--- src/rtl/pixel_sink_writer_pkg.sv ---
`default_nettype none
// ============================================================================
// Module   : pixel_sink_writer_pkg
// Brief    : Shared constants for the pixel sink: FSM state encoding and the
//            default pixel width / frame geometry common with the filter core.
// Revision : 1.0 - initial release
// ============================================================================
package pixel_sink_writer_pkg;

  // Default geometry shared with the filter main module
  localparam int c_def_width = 8;
  localparam int c_def_img_w = 64;
  localparam int c_def_img_h = 64;

  // Capture FSM encoding
  localparam int c_state_w = 2;
  typedef logic [c_state_w-1:0] state_t;

  localparam state_t c_st_idle  = 2'd0;
  localparam state_t c_st_run   = 2'd1;
  localparam state_t c_st_drain = 2'd2;
  localparam state_t c_st_done  = 2'd3;

  // Number of pixels in one frame
  function automatic int frame_pixels(input int w, input int h);
    return w * h;
  endfunction

endpackage
`default_nettype wire

--- src/rtl/pixel_sink_writer_pix_fifo.sv ---
`default_nettype none
// ============================================================================
// Module   : pix_fifo
// Brief    : Small synchronous skid FIFO between the pixel stream and the
//            memory write port. Extra-bit pointers give exact full/empty.
// Revision : 1.0 - initial release
// ============================================================================
module pix_fifo #(
  parameter int WIDTH      = 8,
  parameter int FIFO_DEPTH = 4
) (
  input  logic             clk,
  input  logic             rst,
  input  logic             clr,
  input  logic             push,
  input  logic [WIDTH-1:0] din,
  input  logic             pop,
  output logic [WIDTH-1:0] dout,
  output logic             full,
  output logic             empty
);

  localparam int c_aw = $clog2(FIFO_DEPTH);

  logic [WIDTH-1:0] r_mem [FIFO_DEPTH];
  logic [c_aw:0]    r_wr_ptr;
  logic [c_aw:0]    r_rd_ptr;
  logic             w_do_push;
  logic             w_do_pop;

  // Full blocks a push even when a pop happens in the same cycle
  assign w_do_push = push && !full;
  assign w_do_pop  = pop && !empty;

  // Flags and head-of-queue read
  always_comb begin
    empty = (r_wr_ptr == r_rd_ptr);
    full  = (r_wr_ptr[c_aw] != r_rd_ptr[c_aw]) &&
            (r_wr_ptr[c_aw-1:0] == r_rd_ptr[c_aw-1:0]);
    dout  = r_mem[r_rd_ptr[c_aw-1:0]];
  end

  // Pointer update; clear takes priority so a new frame starts empty
  always_ff @(posedge clk or negedge rst) begin
    if (!rst) begin
      r_wr_ptr <= '0;
      r_rd_ptr <= '0;
    end else if (clr) begin
      r_wr_ptr <= '0;
      r_rd_ptr <= '0;
    end else begin
      if (w_do_push) r_wr_ptr <= r_wr_ptr + (c_aw+1)'(1);
      if (w_do_pop)  r_rd_ptr <= r_rd_ptr + (c_aw+1)'(1);
    end
  end

  // Storage write; contents are don't-care while empty so no reset needed
  always_ff @(posedge clk) begin
    if (w_do_push) r_mem[r_wr_ptr[c_aw-1:0]] <= din;
  end

endmodule
`default_nettype wire

--- src/rtl/pixel_sink_writer.sv ---
`default_nettype none
// ============================================================================
// Module   : pixel_sink_writer
// Brief    : Captures one frame of filtered pixels per start request and
//            writes them to linear memory addresses through a skid FIFO.
//            endF is raised once every pixel of the frame has been written.
// Revision : 1.0 - initial release
// ============================================================================
module pixel_sink_writer
  import pixel_sink_writer_pkg::*;
#(
  parameter int WIDTH      = c_def_width,
  parameter int IMG_W      = c_def_img_w,
  parameter int IMG_H      = c_def_img_h,
  parameter int ADDR_W     = 12,
  parameter int FIFO_DEPTH = 4
) (
  input  logic              clk,
  input  logic              rst,
  input  logic              start,
  input  logic              s_valid,
  input  logic [WIDTH-1:0]  s_data,
  output logic              s_ready,
  input  logic              m_busy,
  output logic              m_we,
  output logic [ADDR_W-1:0] m_addr,
  output logic [WIDTH-1:0]  m_wdata,
  output logic              endF
);

  localparam int                c_pixels    = frame_pixels(IMG_W, IMG_H);
  localparam logic [ADDR_W:0]   c_total     = (ADDR_W+1)'(c_pixels);
  localparam logic [ADDR_W-1:0] c_last_addr = ADDR_W'(c_pixels - 1);

  state_t            r_state;
  state_t            w_state_nxt;
  logic [ADDR_W:0]   r_acc;
  logic [ADDR_W-1:0] r_addr;
  logic              w_start_ok;
  logic              w_push;
  logic              w_pop;
  logic              w_fifo_full;
  logic              w_fifo_empty;
  logic [WIDTH-1:0]  w_fifo_head;

  // A start is honoured only between frames; mid-frame requests are dropped
  assign w_start_ok = start && ((r_state == c_st_idle) || (r_state == c_st_done));
  assign w_push     = s_valid && s_ready;
  assign w_pop      = m_we;

  // State register
  always_ff @(posedge clk or negedge rst) begin
    if (!rst) r_state <= c_st_idle;
    else      r_state <= w_state_nxt;
  end

  // Next-state: capture a whole frame, drain the FIFO, then report done
  always_comb begin
    w_state_nxt = r_state;
    case (r_state)
      c_st_idle:  if (start) w_state_nxt = c_st_run;
      c_st_run:   if (r_acc == c_total) w_state_nxt = c_st_drain;
      c_st_drain: if (w_fifo_empty) w_state_nxt = c_st_done;
      c_st_done:  if (start) w_state_nxt = c_st_run;
      default:    w_state_nxt = c_st_idle;
    endcase
  end

  // Outputs: ready depends only on registered state, never on the same-cycle pop
  always_comb begin
    s_ready = (r_state == c_st_run) && !w_fifo_full && (r_acc < c_total);
    m_we    = !w_fifo_empty && !m_busy;
    m_wdata = w_fifo_empty ? '0 : w_fifo_head;
    m_addr  = r_addr;
    endF    = (r_state == c_st_done);
  end

  // Accept and address counters; the address holds at the last pixel so it never wraps
  always_ff @(posedge clk or negedge rst) begin
    if (!rst) begin
      r_acc  <= '0;
      r_addr <= '0;
    end else if (w_start_ok) begin
      r_acc  <= '0;
      r_addr <= '0;
    end else begin
      if (w_push) r_acc <= r_acc + (ADDR_W+1)'(1);
      if (w_pop && (r_addr != c_last_addr)) r_addr <= r_addr + ADDR_W'(1);
    end
  end

  pix_fifo #(
    .WIDTH      (WIDTH),
    .FIFO_DEPTH (FIFO_DEPTH)
  ) u_fifo (
    .clk   (clk),
    .rst   (rst),
    .clr   (w_start_ok),
    .push  (w_push),
    .din   (s_data),
    .pop   (w_pop),
    .dout  (w_fifo_head),
    .full  (w_fifo_full),
    .empty (w_fifo_empty)
  );

endmodule
`default_nettype wire

--- config.mk ---
export PLATFORM = sky130hd
export DESIGN_NAME = pixel_sink_writer
export DESIGN_NICKNAME = d
export VERILOG_FILES = /design/src/rtl/pixel_sink_writer_pkg.sv /design/src/rtl/pixel_sink_writer_pix_fifo.sv /design/src/rtl/pixel_sink_writer.sv
export SDC_FILE = /design/constraint.sdc
export NUM_CORES = 1
export LEC_CHECK = 0
export ABC_CLOCK_PERIOD_IN_PS = 3200
export CAP_MARGIN = 25
export CORE_ASPECT_RATIO = 1.75
export CORE_MARGIN = 5
export CORE_UTILIZATION = 36
export DETAILED_ROUTE_END_ITERATION = 10
export GPL_TIMING_DRIVEN = 0
export SYNTH_ARGS = -nofsm -noshare
export SYNTH_HDL_FRONTEND = slang
export SYNTH_SLANG_ARGS = --single-unit
--- constraint.sdc ---
create_clock -name clk -period 3.2 [get_ports clk]
set_input_delay 0.8 -clock clk [delete_from_list [all_inputs] [get_ports clk]]
set_output_delay 0.8 -clock clk [all_outputs]
set_load 0.01 [all_outputs]
==> results.ini <==
[clock_network]
clkSinkCount=65
cts_tree=built
cts.htree.levels=3
ctsHoldBuffers=0
cts-root-buf=clkbuf_16
cts_buffers=9
clk_pin_slew_ps=60
cts_buffer_depth=2
insertion_delay_ps=330

[logic_synthesis]
synth_edf_count=32
synth_common_cells=33 x dfrtp_1, 32 x edfxtp_1, 23 x a21oi_1
ys_seq_area_share_pct=54.71
async_reset_ff_share_pct=50.77
yosys.area.top_type=edfxtp_1
yosysMostFrequentCell=dfrtp_1
ys.flop_type=dfrtp_1
synth_nets=291
synth_top_area_share_pct=29.43
synth_seq_cells=65
yosysUniqueCellTypes=48
syn-cell-area_sq_um=3266
syn_avg_cell_area_sq_um=12.28
syn-instance-count=266
ys_top_cells_by_area=edfxtp_1 29%, dfrtp_1 25%, mux4_2 4.8%
yosysWarnings=0

[sta]
finalHoldViolations=0
final.setup.worst_slack_ps=252.2
tns_ps=0
max_slew_margin_pct=42.34
min_period_ps=2948
fin_skew_ps=4.562
tightest_slew_ps=857.6
max_clock_freq_ghz=0.3392
setup_viol=0
whs_ps=508.4
maxSlewViolCount=0
rsz0062_at_grt=false
finalCritPeriodShare_pct=92.12

[detailed_routing]
via_per_inst=5.261
via_count=2299
drt_pass1_iterations=4
drt_iter0_drc=66
wirelength_mm=7.242
drcViolationCount=0
wl_per_cell_um=16.57
detail-route-antenna-nets=0

[finish]
final_net_count=337
n_antenna_cell=0
area_growth_pct=25.29
drive_above_1_share_pct=14.51

[placed_design]
dpl_worst_slack_ps=-110.2
place.gp.congestion=0.8002
port_buffers=35
dp_hpwl_mm=5.395

[worst_setup_path]
worstPathCellList=clkdlybuf4s50_1 > a31o_2 > buf_2 > inv_2 > dlygate4sd2_1
end_kind=output pin
slowest_delay_ps=430
critical_path.top_delay_family=buffers and inverters
critPathMaxFanout=10
cp.buffers_inverters=4
slowest_stage=clkdlybuf4s50_1
required_ps=2400
cp.arrival_ps=2150
start_kind=input pin
critical_path_class=in2out

[die]
io-pin-count=36
fp-row-count=46
start_util_pct=36.37
dieArea_sq_um=11150
die_x_um=82.00
core_area_sq_um=8979
die_h_um=136.0

[status]
status=finished clean

[power]
irDropWorstVdd_mv=0.3425
total_power_w=0.003461
p_leak_nw=1.535
powerDensity_nw_per_um2=845.8

[grt]
track_usage_pct=14.29
grt_first_pass_wirelength_mm=11.81
grt_overflow=0
antenna_found_initial=0
grt_max_degree=34
grt_pass1_vias=2364

[worst_hold_path]
hold_path.class=reg2reg

[job]
cap_violations=0

[cells in the final DEF, fill, tap and decap left out, types with 2 or more instances in the layout]
cell,count
edfxtp_1,32
nor2b_1,8
clkinvlp_4,2
nand4_1,5
mux4_2,7
o31ai_1,12
xnor2_1,5
clkdlybuf4s50_1,33
nor3_1,2
dfrtp_1,33
inv_6,2
clkbuf_1,2
ha_1,12
buf_2,4
a41o_1,2
and4_1,2
xor2_2,2
and2_1,4
bufinv_16,2
a31o_2,2
inv_1,11
and3_1,5
nand3_1,6
clkbuf_16,9
or3_1,11
or4_1,10
a21oi_1,23
o21ai_0,10
nor2_1,8
clkbuf_8,2
nand2_1,21
o31a_2,2
a31oi_1,2
[area by class of cell]
class | count | area (sq um)
Fill cell | 854 | 4887
Sequential cell | 65 | 1787
Multi-Input combinational cell | 179 | 1361
Timing Repair Buffer | 35 | 344.1
Clock buffer | 9 | 225.2
Tap cell | 120 | 150.1
Clock inverter | 7 | 101.3
Buffer | 10 | 77.57
Inverter | 12 | 45.04
[kinds of logic after synthesis]
| logic type | share of synthesized area [%] |
|---|---|
| xor+xnor | 3.104 |
| simple gates | 15.44 |
| mux | 5.939 |
| flops | 54.71 |
| compound gates | 12.45 |
| buf+inv | 3.755 |
| fa+ha+maj | 4.598 |
[state kept, by name, summed over array words and instances, names as in the netlist]
| register | flops |
|---|---|
| u_fifo.r_mem | 32 |
| r_state | 2 |
| r_acc | 13 |
| m_addr | 12 |
| u_fifo.r_rd_ptr | 3 |
| u_fifo.r_wr_ptr | 3 |
[per-stage QoR]
step / utilization, % / std cells / cell area (sq um)
after floorplan: - / 266 / 3266
after global placement: 41.95 / 421 / 3766
after detailed placement: 41.89 / 421 / 3761
after CTS: 45.57 / 437 / 4091
after global routing: 45.57 / 437 / 4091
final: 45.57 / 437 / 4091
[routing by layer]
metal	vias to the layer above	global-route usage, %	part of all wire (%)
met5	-	0	0
met4	0	7.301	3.3
met3	17	3.515	3.9
met2	46	25.92	57
met1	1126	14.65	36
li1	1110	-	-
[worst paths after layout]
kind,startpoint,endpoint,slack (ps),cells past startpoint
setup / recovery,m_busy,m_we,250,5
min in group asynchronous,rst,r_acc[10],550,1
hold / removal,m_addr[11],m_addr[11],510,1
setup reg to reg,u_fifo.r_wr_ptr[0],u_fifo.r_mem[3][3],840,4
hold reg to reg,m_addr[11],m_addr[11],510,1
max in group asynchronous,rst,m_addr[9],2140,1
[where the power goes]
part           total, W  internal [W]  switching [W]
sequential      0.00108      0.000984      0.0000948
clock           0.00105      0.000687       0.000365
combinational   0.00133      0.000615       0.000715
total           0.00346       0.00229        0.00117
[what timing repair did]
item / 4_1_cts / 5_1_grt
hold endpoints to repair: 0 / 0
buffers inserted: 0 / 0
endpoints found under the setup margin: 9 / 0
resized for setup: 3 / 0
Note: power is estimated with default switching activity, not from simulation.
